$ cat config.mk
export PLATFORM = sky130hd
export DESIGN_NAME = btb_access_ctrl
export DESIGN_NICKNAME = d
export VERILOG_FILES = /design/src/rtl/btb_pkg.sv /design/src/rtl/btb_upd_fifo.sv /design/src/rtl/btb_access_ctrl.sv
export SDC_FILE = /design/constraint.sdc
export NUM_CORES = 1
export LEC_CHECK = 0
export CORE_UTILIZATION = 52
export DETAILED_ROUTE_END_ITERATION = 16
export PLACE_DENSITY = 0.79
export SLEW_MARGIN = 20
export SYNTH_ARGS = -nofsm -noshare
export SYNTH_HDL_FRONTEND = slang
export SYNTH_SLANG_ARGS = --single-unit
$ cat constraint.sdc
create_clock -name clk -period 5.6 [get_ports clk]
set_input_delay 1.12 -clock clk [delete_from_list [all_inputs] [get_ports clk]]
set_output_delay 1.12 -clock clk [all_outputs]
set_load 0.01 [all_outputs]
$ cat src/rtl/btb_pkg.sv
// btb_pkg: types and constants shared by the btb access controller, its
// update FIFO and the btb array itself.
//   state_e   : controller state (RUN, FLUSH)
//   btb_upd_t : one resolved-branch update {pc, target, taken}
//   BTB_XLEN / BTB_ENTRIES / BTB_IDX_W : default PC width and table geometry
package btb_pkg;

    localparam int unsigned BTB_XLEN    = 32;
    localparam int unsigned BTB_ENTRIES = 16;
    localparam int unsigned BTB_IDX_W   = $clog2(BTB_ENTRIES);

    typedef enum logic {
        RUN   = 1'b0,
        FLUSH = 1'b1
    } state_e;

    typedef struct packed {
        logic [BTB_XLEN-1:0] pc;
        logic [BTB_XLEN-1:0] target;
        logic                taken;
    } btb_upd_t;

endpackage

$ cat src/rtl/btb_upd_fifo.sv
// btb_upd_fifo: synchronous FIFO of btb_upd_t with occupancy output.
// Ports:
//   clk_i, reset_i : clock, synchronous active-high reset
//   clear_i        : discard all entries (wins over a same-cycle push/pop)
//   push_i, data_i : enqueue (caller guarantees not full)
//   pop_i, head_o  : dequeue / current head (caller guarantees not empty)
//   count_o        : number of queued entries, 0..DEPTH
module btb_upd_fifo
    import btb_pkg::*;
#(
    parameter int unsigned DEPTH = 4
) (
    input  logic                   clk_i,
    input  logic                   reset_i,
    input  logic                   clear_i,
    input  logic                   push_i,
    input  btb_upd_t               data_i,
    input  logic                   pop_i,
    output btb_upd_t               head_o,
    output logic [$clog2(DEPTH):0] count_o
);

    localparam int unsigned PTR_W = $clog2(DEPTH);
    localparam int unsigned CNT_W = PTR_W + 1;

    btb_upd_t           mem_q [DEPTH];
    logic [PTR_W-1:0]   wr_ptr_q, rd_ptr_q;
    logic [CNT_W-1:0]   count_q;

    // DEPTH is a power of two, so pointers wrap by natural overflow.
    always_ff @(posedge clk_i) begin
        if (reset_i || clear_i) begin
            wr_ptr_q <= '0;
            rd_ptr_q <= '0;
            count_q  <= '0;
        end else begin
            if (push_i) wr_ptr_q <= wr_ptr_q + 1'b1;
            if (pop_i)  rd_ptr_q <= rd_ptr_q + 1'b1;
            count_q <= count_q + CNT_W'(push_i) - CNT_W'(pop_i);
        end
    end

    always_ff @(posedge clk_i) begin
        if (push_i) mem_q[wr_ptr_q] <= data_i;
    end

    assign head_o  = mem_q[rd_ptr_q];
    assign count_o = count_q;

endmodule

$ cat src/rtl/btb_access_ctrl.sv
// btb_access_ctrl: sequences the single-ported btb between fetch lookups,
// buffered commit-side updates and a full-table invalidate walk on flush.
// Ports:
//   clk, reset                      : clock, synchronous active-high reset
//   fetch_valid/fetch_pc/fetch_ready: prediction lookup request / grant
//   upd_valid/pc/target/taken/ready : resolved-branch update into the FIFO
//   flush_req / flush_busy          : start / progress of invalidate walk
//   branchPredict_en, PC            : btb lookup strobe and lookup/write PC
//   branchRecover_en, wr_target/taken: btb write strobe and data
//   inval_en, inval_idx             : btb invalidate strobe and entry
// Optional: define BTB_ACCESS_STAT_EN to add stat_lookups, stat_updates and
// stat_stalls counters.
module btb_access_ctrl
    import btb_pkg::*;
#(
    parameter int unsigned XLEN      = BTB_XLEN,
    parameter int unsigned ENTRIES   = BTB_ENTRIES,
    parameter int unsigned UPD_DEPTH = 4,
    parameter int unsigned MAX_WAIT  = 8
) (
    input  logic                        clk,
    input  logic                        reset,
    input  logic                        fetch_valid,
    input  logic [XLEN-1:0]             fetch_pc,
    output logic                        fetch_ready,
    input  logic                        upd_valid,
    input  logic [XLEN-1:0]             upd_pc,
    input  logic [XLEN-1:0]             upd_target,
    input  logic                        upd_taken,
    output logic                        upd_ready,
    input  logic                        flush_req,
    output logic                        flush_busy,
    output logic                        branchPredict_en,
    output logic [XLEN-1:0]             PC,
    output logic                        branchRecover_en,
    output logic [XLEN-1:0]             wr_target,
    output logic                        wr_taken,
    output logic                        inval_en,
    output logic [$clog2(ENTRIES)-1:0]  inval_idx
`ifdef BTB_ACCESS_STAT_EN
    ,
    output logic [XLEN-1:0]             stat_lookups,
    output logic [XLEN-1:0]             stat_updates,
    output logic [XLEN-1:0]             stat_stalls
`endif
);

    localparam int unsigned IDX_W  = $clog2(ENTRIES);
    localparam int unsigned CNT_W  = $clog2(UPD_DEPTH) + 1;
    localparam int unsigned STRV_W = $clog2(MAX_WAIT + 1);

    state_e              state_q, state_d;
    logic [IDX_W-1:0]    idx_q, idx_d;
    logic [STRV_W-1:0]   starve_q, starve_d;

    logic                fifo_push, fifo_pop, fifo_clear;
    logic [CNT_W-1:0]    fifo_count;
    btb_upd_t            fifo_head, fifo_in;
    logic                fifo_nonempty;

    assign fifo_in       = '{pc: upd_pc, target: upd_target, taken: upd_taken};
    assign fifo_nonempty = (fifo_count != '0);

    btb_upd_fifo #(
        .DEPTH (UPD_DEPTH)
    ) u_upd_fifo (
        .clk_i   (clk),
        .reset_i (reset),
        .clear_i (fifo_clear),
        .push_i  (fifo_push),
        .data_i  (fifo_in),
        .pop_i   (fifo_pop),
        .head_o  (fifo_head),
        .count_o (fifo_count)
    );

    always_ff @(posedge clk) begin
        if (reset) begin
            state_q  <= RUN;
            idx_q    <= '0;
            starve_q <= '0;
        end else begin
            state_q  <= state_d;
            idx_q    <= idx_d;
            starve_q <= starve_d;
        end
    end

    // Outputs are forced to their idle values while reset is held so the
    // btb sees no strobe during reset regardless of request inputs.
    always_comb begin
        state_d          = state_q;
        idx_d            = idx_q;
        starve_d         = starve_q;
        fetch_ready      = 1'b0;
        upd_ready        = 1'b0;
        flush_busy       = 1'b0;
        branchPredict_en = 1'b0;
        PC               = '0;
        branchRecover_en = 1'b0;
        wr_target        = '0;
        wr_taken         = 1'b0;
        inval_en         = 1'b0;
        inval_idx        = '0;
        fifo_push        = 1'b0;
        fifo_pop         = 1'b0;
        fifo_clear       = 1'b0;

        if (reset) begin
            upd_ready = 1'b1;
        end else begin
            unique case (state_q)
                RUN: begin
                    upd_ready = (fifo_count < CNT_W'(UPD_DEPTH));
                    if (!upd_ready || starve_q == STRV_W'(MAX_WAIT)) begin
                        fifo_pop = 1'b1;
                    end else if (fetch_valid) begin
                        branchPredict_en = 1'b1;
                        fetch_ready      = 1'b1;
                        PC               = fetch_pc;
                    end else if (fifo_nonempty) begin
                        fifo_pop = 1'b1;
                    end

                    if (fifo_pop) begin
                        branchRecover_en = 1'b1;
                        PC               = fifo_head.pc;
                        wr_target        = fifo_head.target;
                        wr_taken         = fifo_head.taken;
                        starve_d         = '0;
                    end else if (fifo_nonempty && starve_q != STRV_W'(MAX_WAIT)) begin
                        starve_d = starve_q + 1'b1;
                    end

                    fifo_push = upd_valid && upd_ready && !flush_req;

                    // The current grant still executes; the queue is
                    // discarded on entry to the walk.
                    if (flush_req) begin
                        state_d    = FLUSH;
                        idx_d      = '0;
                        starve_d   = '0;
                        fifo_clear = 1'b1;
                    end
                end
                FLUSH: begin
                    flush_busy = 1'b1;
                    inval_en   = 1'b1;
                    inval_idx  = idx_q;
                    if (flush_req) begin
                        idx_d = '0;
                    end else if (idx_q == IDX_W'(ENTRIES - 1)) begin
                        idx_d   = '0;
                        state_d = RUN;
                    end else begin
                        idx_d = idx_q + 1'b1;
                    end
                end
                default: state_d = RUN;
            endcase
        end
    end

`ifdef BTB_ACCESS_STAT_EN
    logic [XLEN-1:0] lookups_q, updates_q, stalls_q;

    always_ff @(posedge clk) begin
        if (reset) begin
            lookups_q <= '0;
            updates_q <= '0;
            stalls_q  <= '0;
        end else begin
            if (branchPredict_en)            lookups_q <= lookups_q + 1'b1;
            if (fifo_pop)                    updates_q <= updates_q + 1'b1;
            if (fetch_valid && !fetch_ready) stalls_q  <= stalls_q + 1'b1;
        end
    end

    assign stat_lookups = lookups_q;
    assign stat_updates = updates_q;
    assign stat_stalls  = stalls_q;
`endif

endmodule

## Yosys cells after proc, flatten, opt, wreduce, memory -nomap -nowiden

Memory sizes are Yosys's and may differ from the RTL's. A register that Yosys moved wholly into a read port is not among the register bits.
Cells that the tools add are included.
Widths: inputs -> output; s select.

| cells by class | value |
|---|---|
| add/subtract/negate cells | 6 |
| bitwise gates (word level) | 1 |
| reductions and logical operators | 10 |
| equality and inequality tests | 4 |
| muxes and demuxes | 50 |
| order comparisons | 1 |

Operators by type and width:

| kind | number |
|---|---|
| $mux 32 | 8 |
| $mux 4 | 8 |
| $mux 1 | 30 |
| $add 4x1->4 const B | 2 |
| $eq 4x4->1 const B | 2 |
| $pmux 4 s2 | 1 |
| $reduce_bool 3->1 | 2 |
| $add 2x1->2 const B | 2 |
| $mux 2 | 2 |
| $ne 4x4->1 const B | 1 |
| $add 3x1->3 | 1 |
| $logic_and 1x1->1 | 3 |
| $lt 3x3->1 const B | 1 |
| $sub 3x1->3 | 1 |
| $logic_not 1->1 | 2 |
| $logic_or 1x1->1 | 2 |
| $ne 2x2->1 const B | 1 |
| $pmux 1 s2 | 1 |
| $reduce_and 2->1 | 1 |
| $not 1->1 | 1 |

| word-level totals | value |
|---|---|
| flip-flop bits (word level) | 16 |
| word-level logic and storage cells | 79 |
| memory bits (writable) | 260 |
| bits of input ports | 102 |
| output and inout bits | 75 |
| memories kept | 1 |

Memories:

| name | depth | bits a word | read ports | clocked after Yosys merged registers in | wr ports | RTL line | RTL |
|---|---|---|---|---|---|---|---|
| u_upd_fifo.mem_q | 4 | 65 | 1 | 1 | 1 | btb_upd_fifo.sv:26 | `btb_upd_t mem_q [DEPTH];` |

## Depth between registers and ports, before layout

Gate-level depths: netlist of run 1.

| depth | value |
|---|---|
| word-level depth | 10 |
| mapped depth | 15 |
| mapped depth without buffers | 13 |

## Modules after synthesis

A second synthesis of run 1 with hierarchy kept.

| unflattened totals | value |
|---|---|
| cells, all modules | 530 |
| area, all modules | 10988.0 µm² |

Modules (own cells, without submodules):

| module | sequential area each (µm²) | area each (µm²) | instances | cells each |
|---|---|---|---|---|
| btb_upd_fifo | 7987.7 | 9864.5 | 1 | 383 |
| btb_access_ctrl | 180.2 | 1123.6 | 1 | 147 |

## Worst setup path after synthesis of run 1

OpenSTA, ideal clock, no wires.

| timing path | value |
|---|---|
| kind | input -> register |
| start point | input reset |
| end point | memory u_upd_fifo.mem_q[0][0] (netlist bit), enable pin |
| cell stages on the path | 5 |
| library setup time | 430 ps |
| buffers on the path | 2 |
| arrival | 3641 ps |
| path slack | 1529 ps |
| data required time | 5170 ps |
| cell sequence | buf_2 > or2_1 > clkbuf_1 > nor4b_4 > and2_1 |

| between the ends | value |
|---|---|
| longest elaborated chain between the ends | 3 |

Ends and longest elaborated chain:

| item | RTL line | RTL |
|---|---|---|
| from (decl) | btb_access_ctrl.sv:22 | `input logic reset,` |
| $mux 1 | btb_access_ctrl.sv:109 | `if (reset) begin` |
| via fifo_push | btb_access_ctrl.sv:56 | `logic fifo_push, fifo_pop, fifo_clear;` |
| $mux 1 | btb_upd_fifo.sv:44 | `if (push_i) mem_q[wr_ptr_q] <= data_i;` |
| $mux 1 (not written as such) | btb_upd_fifo.sv:44 |  |
| to (decl) | btb_upd_fifo.sv:26 |  |

The timed path passes the listed nets, and every way through them passes these cells.

## Worst setup path after layout of run 1

| timing path | value |
|---|---|
| start point | input fetch_valid |
| end point | output PC[5] |

| between the ends | value |
|---|---|
| longest elaborated chain between the ends | 7 |
| elaborated cells on any way between the ends | 9 |
| those cells by class | mux: 9 |

Ends and longest elaborated chain:

| item | RTL line | RTL |
|---|---|---|
| from (decl) | btb_access_ctrl.sv:23 | `input logic fetch_valid,` |
| $mux 1 | btb_access_ctrl.sv:117 | `end else if (fetch_valid) begin` |
| $mux 1 | btb_access_ctrl.sv:115 | `if (!upd_ready \|\| starve_q == STRV_W'(MAX_WAIT)) begin` |
| $mux 1 | btb_access_ctrl.sv:112 | `unique case (state_q)` |
| $mux 1 | btb_access_ctrl.sv:109 |  |
| $mux 32 * | btb_access_ctrl.sv:125 | `if (fifo_pop) begin` |
| $mux 32 * | btb_access_ctrl.sv:112 |  |
| $mux 32 * | btb_access_ctrl.sv:109 |  |
| to (decl) | btb_access_ctrl.sv:34 | `output logic [XLEN-1:0] PC,` |

Every way passes the cells marked *; elsewhere a longest branch is shown, timed or not. The select of a mux whose other input is x is not followed.

==> results of run 1 <==
-- power groups by stage --
stage | Combinational [mW] | Sequential [mW] | Clock [mW]
after floorplan | 0.0911 | 2.34 | 0
after global placement | 0.225 | 2.34 | 0
after detailed placement | 0.234 | 2.34 | 0
after CTS | 0.236 | 2.30 | 1.76
after global routing | 0.251 | 2.30 | 1.84
final | 0.234 | 2.30 | 1.73
-- worst max-delay path: stages --
cell and delay (ns):
clkdlybuf4s50_1 0.49, inv_1 0.09, a211oi_4 0.63, buf_4 0.43
nor2_1 0.11, a21oi_1 0.15, clkdlybuf4s50_1 0.56
-- cell type report --
cell class | instances | area (sq um)
sequential | 278 | 8180
fill | 1465 | 7040
clock buffer | 36 | 752
multi-input combinational | 279 | 2700
inverter | 13 | 48.8
timing repair buffer | 181 | 1800
antenna | 1 | 2.50
tap | 275 | 344
clock inverter | 10 | 93.8
-- cell usage in the layout, fill, tap and decap left out, types with 2 or more instances in the layout --
cell             synthesis  final
a21oi_1                 38     38
and2_1                  43     39
and2_4                   0      4
buf_4                    3      5
bufinv_16                0      2
clkbuf_1                15      7
clkbuf_16                0     29
clkdlybuf4s50_1          0    176
clkinv_1                 0      5
clkinv_2                 0      3
dfxtp_1                 18     16
dfxtp_4                  0      2
edfxtp_1               260    260
ha_1                     9      9
inv_1                   12     12
mux2i_1                  3      3
mux4_2                  65     65
nand2_1                 42     42
nand3_1                  2      2
nor2_1                  42     42
nor3_1                   3      2
o21ai_0                  6      6
or2_1                    2      2
or3_1                    2      2
xnor2_1                  3      3
-- stage by stage --
step / hold slack (ns) / setup WS (ns) / util [%] / cells / power [mW]
6_report: 0.502 / 0.888 / 66.4 / 1073 / 4.26
5_1_grt: 0.526 / 0.735 / 66.4 / 1072 / 4.39
4_1_cts: 0.501 / 0.877 / 66.4 / 1072 / 4.30
3_5_place_dp: 0.493 / 0.882 / 62.3 / 1026 / 2.58
3_3_place_gp: 0.457 / 0.964 / 62.3 / 1026 / 2.56
2_1_floorplan: 0.459 / 1.53 / - / 603 / 2.43
-- flip-flops by register name, indices dropped and copies added (netlist names), named ones only --
name and count:
starve_q 4, u_upd_fifo.count_o 3, state_q 1, idx_q 4
u_upd_fifo.mem_q 260, u_upd_fifo.wr_ptr_q 2, u_upd_fifo.rd_ptr_q 2
-- worst max-delay path by stage --
stage / from / to / slack, ns / cells after the start
after floorplan: reset / u_upd_fifo.mem_q[0][0] / 1.53 / 5
after global placement: fetch_valid / wr_target[28] / 0.96 / 7
after global routing: fetch_valid / wr_target[28] / 0.73 / 7
after detailed placement: fetch_valid / wr_target[28] / 0.88 / 7
final: fetch_valid / PC[5] / 0.89 / 7
after CTS: fetch_valid / wr_target[28] / 0.88 / 7
-- layer usage --
layer  vias up  global-route usage [%]  part of all wire, %  wire, um
li1       2703                       -                    -         -
met1      3003                    25.2                   40      8580
met2       174                    35.5                   53     11400
met3        32                    3.49                  5.1      1100
met4         0                    5.93                  1.8       394
met5         -                       0                    0         0
-- cells by family after synthesis --
kind of cell             after synthesis  share of synthesized area [%]
AO/OA/AOI/OAI                         51                           2.60
AND/OR/NAND/NOR                      145                           6.52
buffers and inverters                 46                           1.99
flip-flops                           278                           73.8
adder cells (fa/ha/maj)               10                           1.20
multiplexers                          69                           13.6
XOR/XNOR                               4                          0.317
==> impl_metrics.env, run 1 <==
export IMPL_endpoint_kind="output pin"
export IMPL_io_buffers=176
export IMPL_final_setup_skew_ns=0.0119
export IMPL_clkTransAtPathRegs_ns=0.06
export IMPL_antenna_found_initial=1
export IMPL_synth_area_top_cells="edfxtp_1, mux4_2, dfxtp_1, and2_1, a21oi_1"
export IMPL_dp_hpwl_mm=12.7
export IMPL_cts_repair_resized=0
export IMPL_ios=177
export IMPL_worstPathRequired_ns=4.48
export IMPL_hold_class="flop to flop"
export IMPL_hold_buffers=0
export IMPL_p_sw_share_pct=19.2
export IMPL_status="finished, final reports clean"
export IMPL_ys_warn_count=0
export IMPL_synth_common_cells="edfxtp_1, mux4_2, and2_1"
export IMPL_tns_ns=0
export IMPL_first_pass_iters=7
export IMPL_drt_wl_total_mm=21.5
export IMPL_design_area_sq_um=13900
export IMPL_reg2reg_from="starve_q[0]"
export IMPL_reg2reg_slack_ns=2.01
export IMPL_drv_slew=0
export IMPL_hold_start="idx_q[3]"
export IMPL_leakagePower_nw=4.43
export IMPL_grt_max_degree=66
export IMPL_row_count=53
export IMPL_yosysTopAreaCellShare_pct=70.5
export IMPL_seqPwrFrac_pct=53.9
export IMPL_seq_area_frac_synth_pct=73.8
export IMPL_start_util_pct=52.8
export IMPL_drive_gt1_share_pct=14.7
export IMPL_synth_top_area_cell="edfxtp_1"
export IMPL_critPathArrivalTime_ns=3.59
export IMPL_ys_flop_type="edfxtp_1"
export IMPL_cts_sinks=278
export IMPL_finalSetupViolations=0
export IMPL_synth_edff_count=260
export IMPL_start_kind="primary input"
export IMPL_cts_tree="done"
export IMPL_synthDistinctLibCells=41
export IMPL_rsz0062_at_grt="false"
export IMPL_gp_congestion=0.702
export IMPL_yosysMostFrequentCell="edfxtp_1"
export IMPL_final_hold_viol_count=0
export IMPL_clock_latency_ns=0.53
export IMPL_yosys_register_bits=278
export IMPL_syn_to_final_growth_pct=25.7
export IMPL_fin_crit_sh_pct=84.1
export IMPL_hold_depth=2
export IMPL_power_frac_comb_pct=5.5
export IMPL_pwr_share_clk_pct=40.6
export IMPL_clock_fmax_mhz=212
export IMPL_grt_ovfl_total=0
export IMPL_reg2reg_depth=13
export IMPL_grt_pass1_wl_mm=33.3
export IMPL_avgSynthCellArea_sq_um=18.4
export IMPL_clock_root_buffer="clkbuf_16"
export IMPL_vdd_ir_drop_max_mv=0.252
export IMPL_synth_cells=603
export IMPL_viasPerCell=5.51
export IMPL_period_needed_ns=4.71
export IMPL_synth_fp_nets=715
export IMPL_power_switching_mw=0.817
export IMPL_relSlewSlack_pct=31.9
export IMPL_crit_reg2reg_capture="u_upd_fifo.count_o[2]"
export IMPL_core_area_sq_um=21000
export IMPL_syn_area_sq_um=11100
export IMPL_internal_power_mw=3.45
export IMPL_powerDensity_nw_per_um2=306
export IMPL_postRouteAntennaNets=0
export IMPL_path_class="primary input to output pin"
export IMPL_numCtsBuffers=28
export IMPL_post_cts_setup_buffer_count=0
export IMPL_vias=5912
export IMPL_die_y_um=148
export IMPL_cts_htree_levels=1
export IMPL_wl_per_cell_um=20.0
export IMPL_cts_buffer_depth=3
export IMPL_fin_nets=893
export IMPL_grt_usage_pct=20.0
export IMPL_die_area_sq_um=21900
export IMPL_drtIter0Drc=386
export IMPL_synthArstFlopShare_pct=0
export IMPL_drc_errors=0
export IMPL_die_w_um=148
export IMPL_cap_violations=0
export IMPL_critPathMaxFanout=25
export IMPL_hold_end="idx_q[3]"
export IMPL_first_global_vias=6274
export IMPL_place_area_sq_um=13100
export IMPL_tightest_slew_ns=1.02
(Power assumes the default switching activity.)
==> inputs of run 2 (changes only) <==
--- a/config.mk
+++ b/config.mk
@@ -5,9 +5,9 @@
 export SDC_FILE = /design/constraint.sdc
 export NUM_CORES = 1
 export LEC_CHECK = 0
-export CORE_UTILIZATION = 52
+export CORE_UTILIZATION = 48
 export DETAILED_ROUTE_END_ITERATION = 16
-export PLACE_DENSITY = 0.79
+export PLACE_DENSITY = 0.77
 export SLEW_MARGIN = 20
 export SYNTH_ARGS = -nofsm -noshare
 export SYNTH_HDL_FRONTEND = slang
==> constraint.sdc (replaced) <==
create_clock -name clk -period 4.3 [get_ports clk]
set_input_delay 0.86 -clock clk [delete_from_list [all_inputs] [get_ports clk]]
set_output_delay 0.86 -clock clk [all_outputs]
set_load 0.01 [all_outputs]
==> impl_metrics.env, run 2 (same netlist as run 1, synthesis figures left out) <==
export IMPL_die_w_um=154
export IMPL_cap_violations=0
export IMPL_critPathMaxFanout=36
export IMPL_start_kind="primary input"
export IMPL_tns_ns=0
export IMPL_drc_errors=0
export IMPL_drtIter0Drc=372
export IMPL_first_pass_iters=4
export IMPL_tightest_slew_ns=0.577
export IMPL_final_hold_viol_count=0
export IMPL_clock_fmax_mhz=260
export IMPL_diodes=0
export IMPL_largest_register="u_upd_fifo.mem_q"
export IMPL_row_count=55
export IMPL_viasPerCell=5.39
export IMPL_vdd_ir_drop_max_mv=0.341
export IMPL_wl_per_cell_um=19.8
export IMPL_seqPwrFrac_pct=54.9
export IMPL_cts_repair_resized=0
export IMPL_dp_hpwl_mm=13.7
export IMPL_cts_sinks=278
export IMPL_start_util_pct=48.9
export IMPL_clock_root_buffer="clkbuf_16"
export IMPL_pwr_share_clk_pct=39.4
export IMPL_period_needed_ns=3.84
export IMPL_postRouteAntennaNets=0
export IMPL_power_switching_mw=1.08
export IMPL_gp_congestion=0.769
export IMPL_power_frac_comb_pct=5.7
export IMPL_largest_reg_flops=260
export IMPL_powerDensity_nw_per_um2=388
export IMPL_cts_buffer_depth=3
export IMPL_p_sw_share_pct=19.9
export IMPL_core_area_sq_um=22600
export IMPL_reg_largest_list="u_upd_fifo.mem_q (260), idx_q (4), starve_q (4)"
export IMPL_hold_class="flop to flop"
export IMPL_status="finished, final reports clean"
export IMPL_drive_gt1_share_pct=16.3
export IMPL_vias=5901
export IMPL_finalSetupViolations=0
export IMPL_worstPathRequired_ns=3.44
export IMPL_post_cts_setup_buffer_count=0
export IMPL_endpoint_kind="output pin"
export IMPL_drv_slew=0
export IMPL_io_buffers=176
export IMPL_path_class="primary input to output pin"
export IMPL_leakagePower_nw=4.48
export IMPL_drt_wl_total_mm=21.7
export IMPL_hold_buffers=0
export IMPL_ios=177
export IMPL_clkTransAtPathRegs_ns=0.06
export IMPL_relSlewSlack_pct=61.5
export IMPL_layout_common_cells="edfxtp_1, clkdlybuf4s50_1, mux4_2"
export IMPL_first_global_vias=6285
export IMPL_numCtsBuffers=27
export IMPL_internal_power_mw=4.36
export IMPL_die_area_sq_um=23700
export IMPL_antenna_found_initial=0
export IMPL_cts_htree_levels=1
export IMPL_power_mw=5.45
export IMPL_cts_tree="done"
export IMPL_reg2reg_slack_ns=1.22
export IMPL_grt_usage_pct=18.5
export IMPL_fin_crit_sh_pct=89.3
export IMPL_layout_commonest_cell="edfxtp_1"
export IMPL_grt_max_degree=38
export IMPL_fin_nets=902
export IMPL_final_setup_skew_ns=0.00598
export IMPL_syn_to_final_growth_pct=26.9
export IMPL_clock_latency_ns=0.51
export IMPL_die_y_um=154
export IMPL_grt_pass1_wl_mm=33.8
export IMPL_critPathArrivalTime_ns=2.98
export IMPL_grt_ovfl_total=0
export IMPL_rsz0062_at_grt="false"
==> run 2: cell types whose count changed in the layout (fill, tap and decap cells not counted) <==
cell	change
clkinv_1	+1
clkbuf_1	-3
bufinv_16	-1
clkinv_2	+4
clkinvlp_4	+1
clkinv_4	+2
diode_2	-1
buf_12	+7
buf_4	+3
clkbuf_16	-2
nand2b_2	+1
nand2b_1	-1
==> run 2: critical path, stage by stage <==
cell             delay, ns
clkdlybuf4s50_1       0.48
inv_1                 0.09
a211oi_4              0.22
buf_4                 0.43
nor2_1                0.12
a21oi_1               0.19
clkdlybuf4s50_1       0.56
==> run 2: worst paths after layout <==
check | from | cells after the start | endpoint
max reg2reg | starve_q[0] | 13 | u_upd_fifo.count_o[2]
min reg2reg | u_upd_fifo.rd_ptr_q[0] | 2 | u_upd_fifo.rd_ptr_q[0]
max | fetch_valid | 7 | PC[14]
min | u_upd_fifo.rd_ptr_q[0] | 2 | u_upd_fifo.rd_ptr_q[0]
==> run 2: layout make-up <==
class	instances	area, sq um
inverters	13	48.8
repair buffers	191	1960
flip-flops and latches	278	8180
clock buffers	31	691
fillers	1578	8590
multi-input cells	279	2700
clock inverters	17	113
well taps	285	357
==> run 2: per-layer routing <==
metal	track usage, %	vias to the layer above	wire (um)
met2	33.2	174	11400
met5	0	-	0
met4	5.10	0	407
met3	3.04	35	1090
li1	-	2712	-
met1	23.3	2980	8810
==> run 2: per-stage QoR <==
stage	cell area [sq um]	utilization (%)	worst slack, ns	hold slack, ns	std cells
after global placement	13200	58.5	0.508	0.470	1046
after detailed placement	13200	58.5	0.459	0.486	1046
after floorplan	11100	-	0.489	0.459	603
after global routing	14000	62.0	0.319	0.536	1094
final	14000	62.0	0.459	0.502	1094
after CTS	14000	62.0	0.441	0.495	1094
==> run 2: power by group through the flow <==
| stage | Combinational (mW) | Clock, mW | Sequential, mW |
|---|---|---|---|
| after floorplan | 0.119 | 0 | 3.04 |
| after global placement | 0.302 | 0 | 3.05 |
| after detailed placement | 0.313 | 0 | 3.05 |
| after CTS | 0.316 | 2.18 | 2.99 |
| after global routing | 0.335 | 2.29 | 2.99 |
| final | 0.312 | 2.14 | 2.99 |
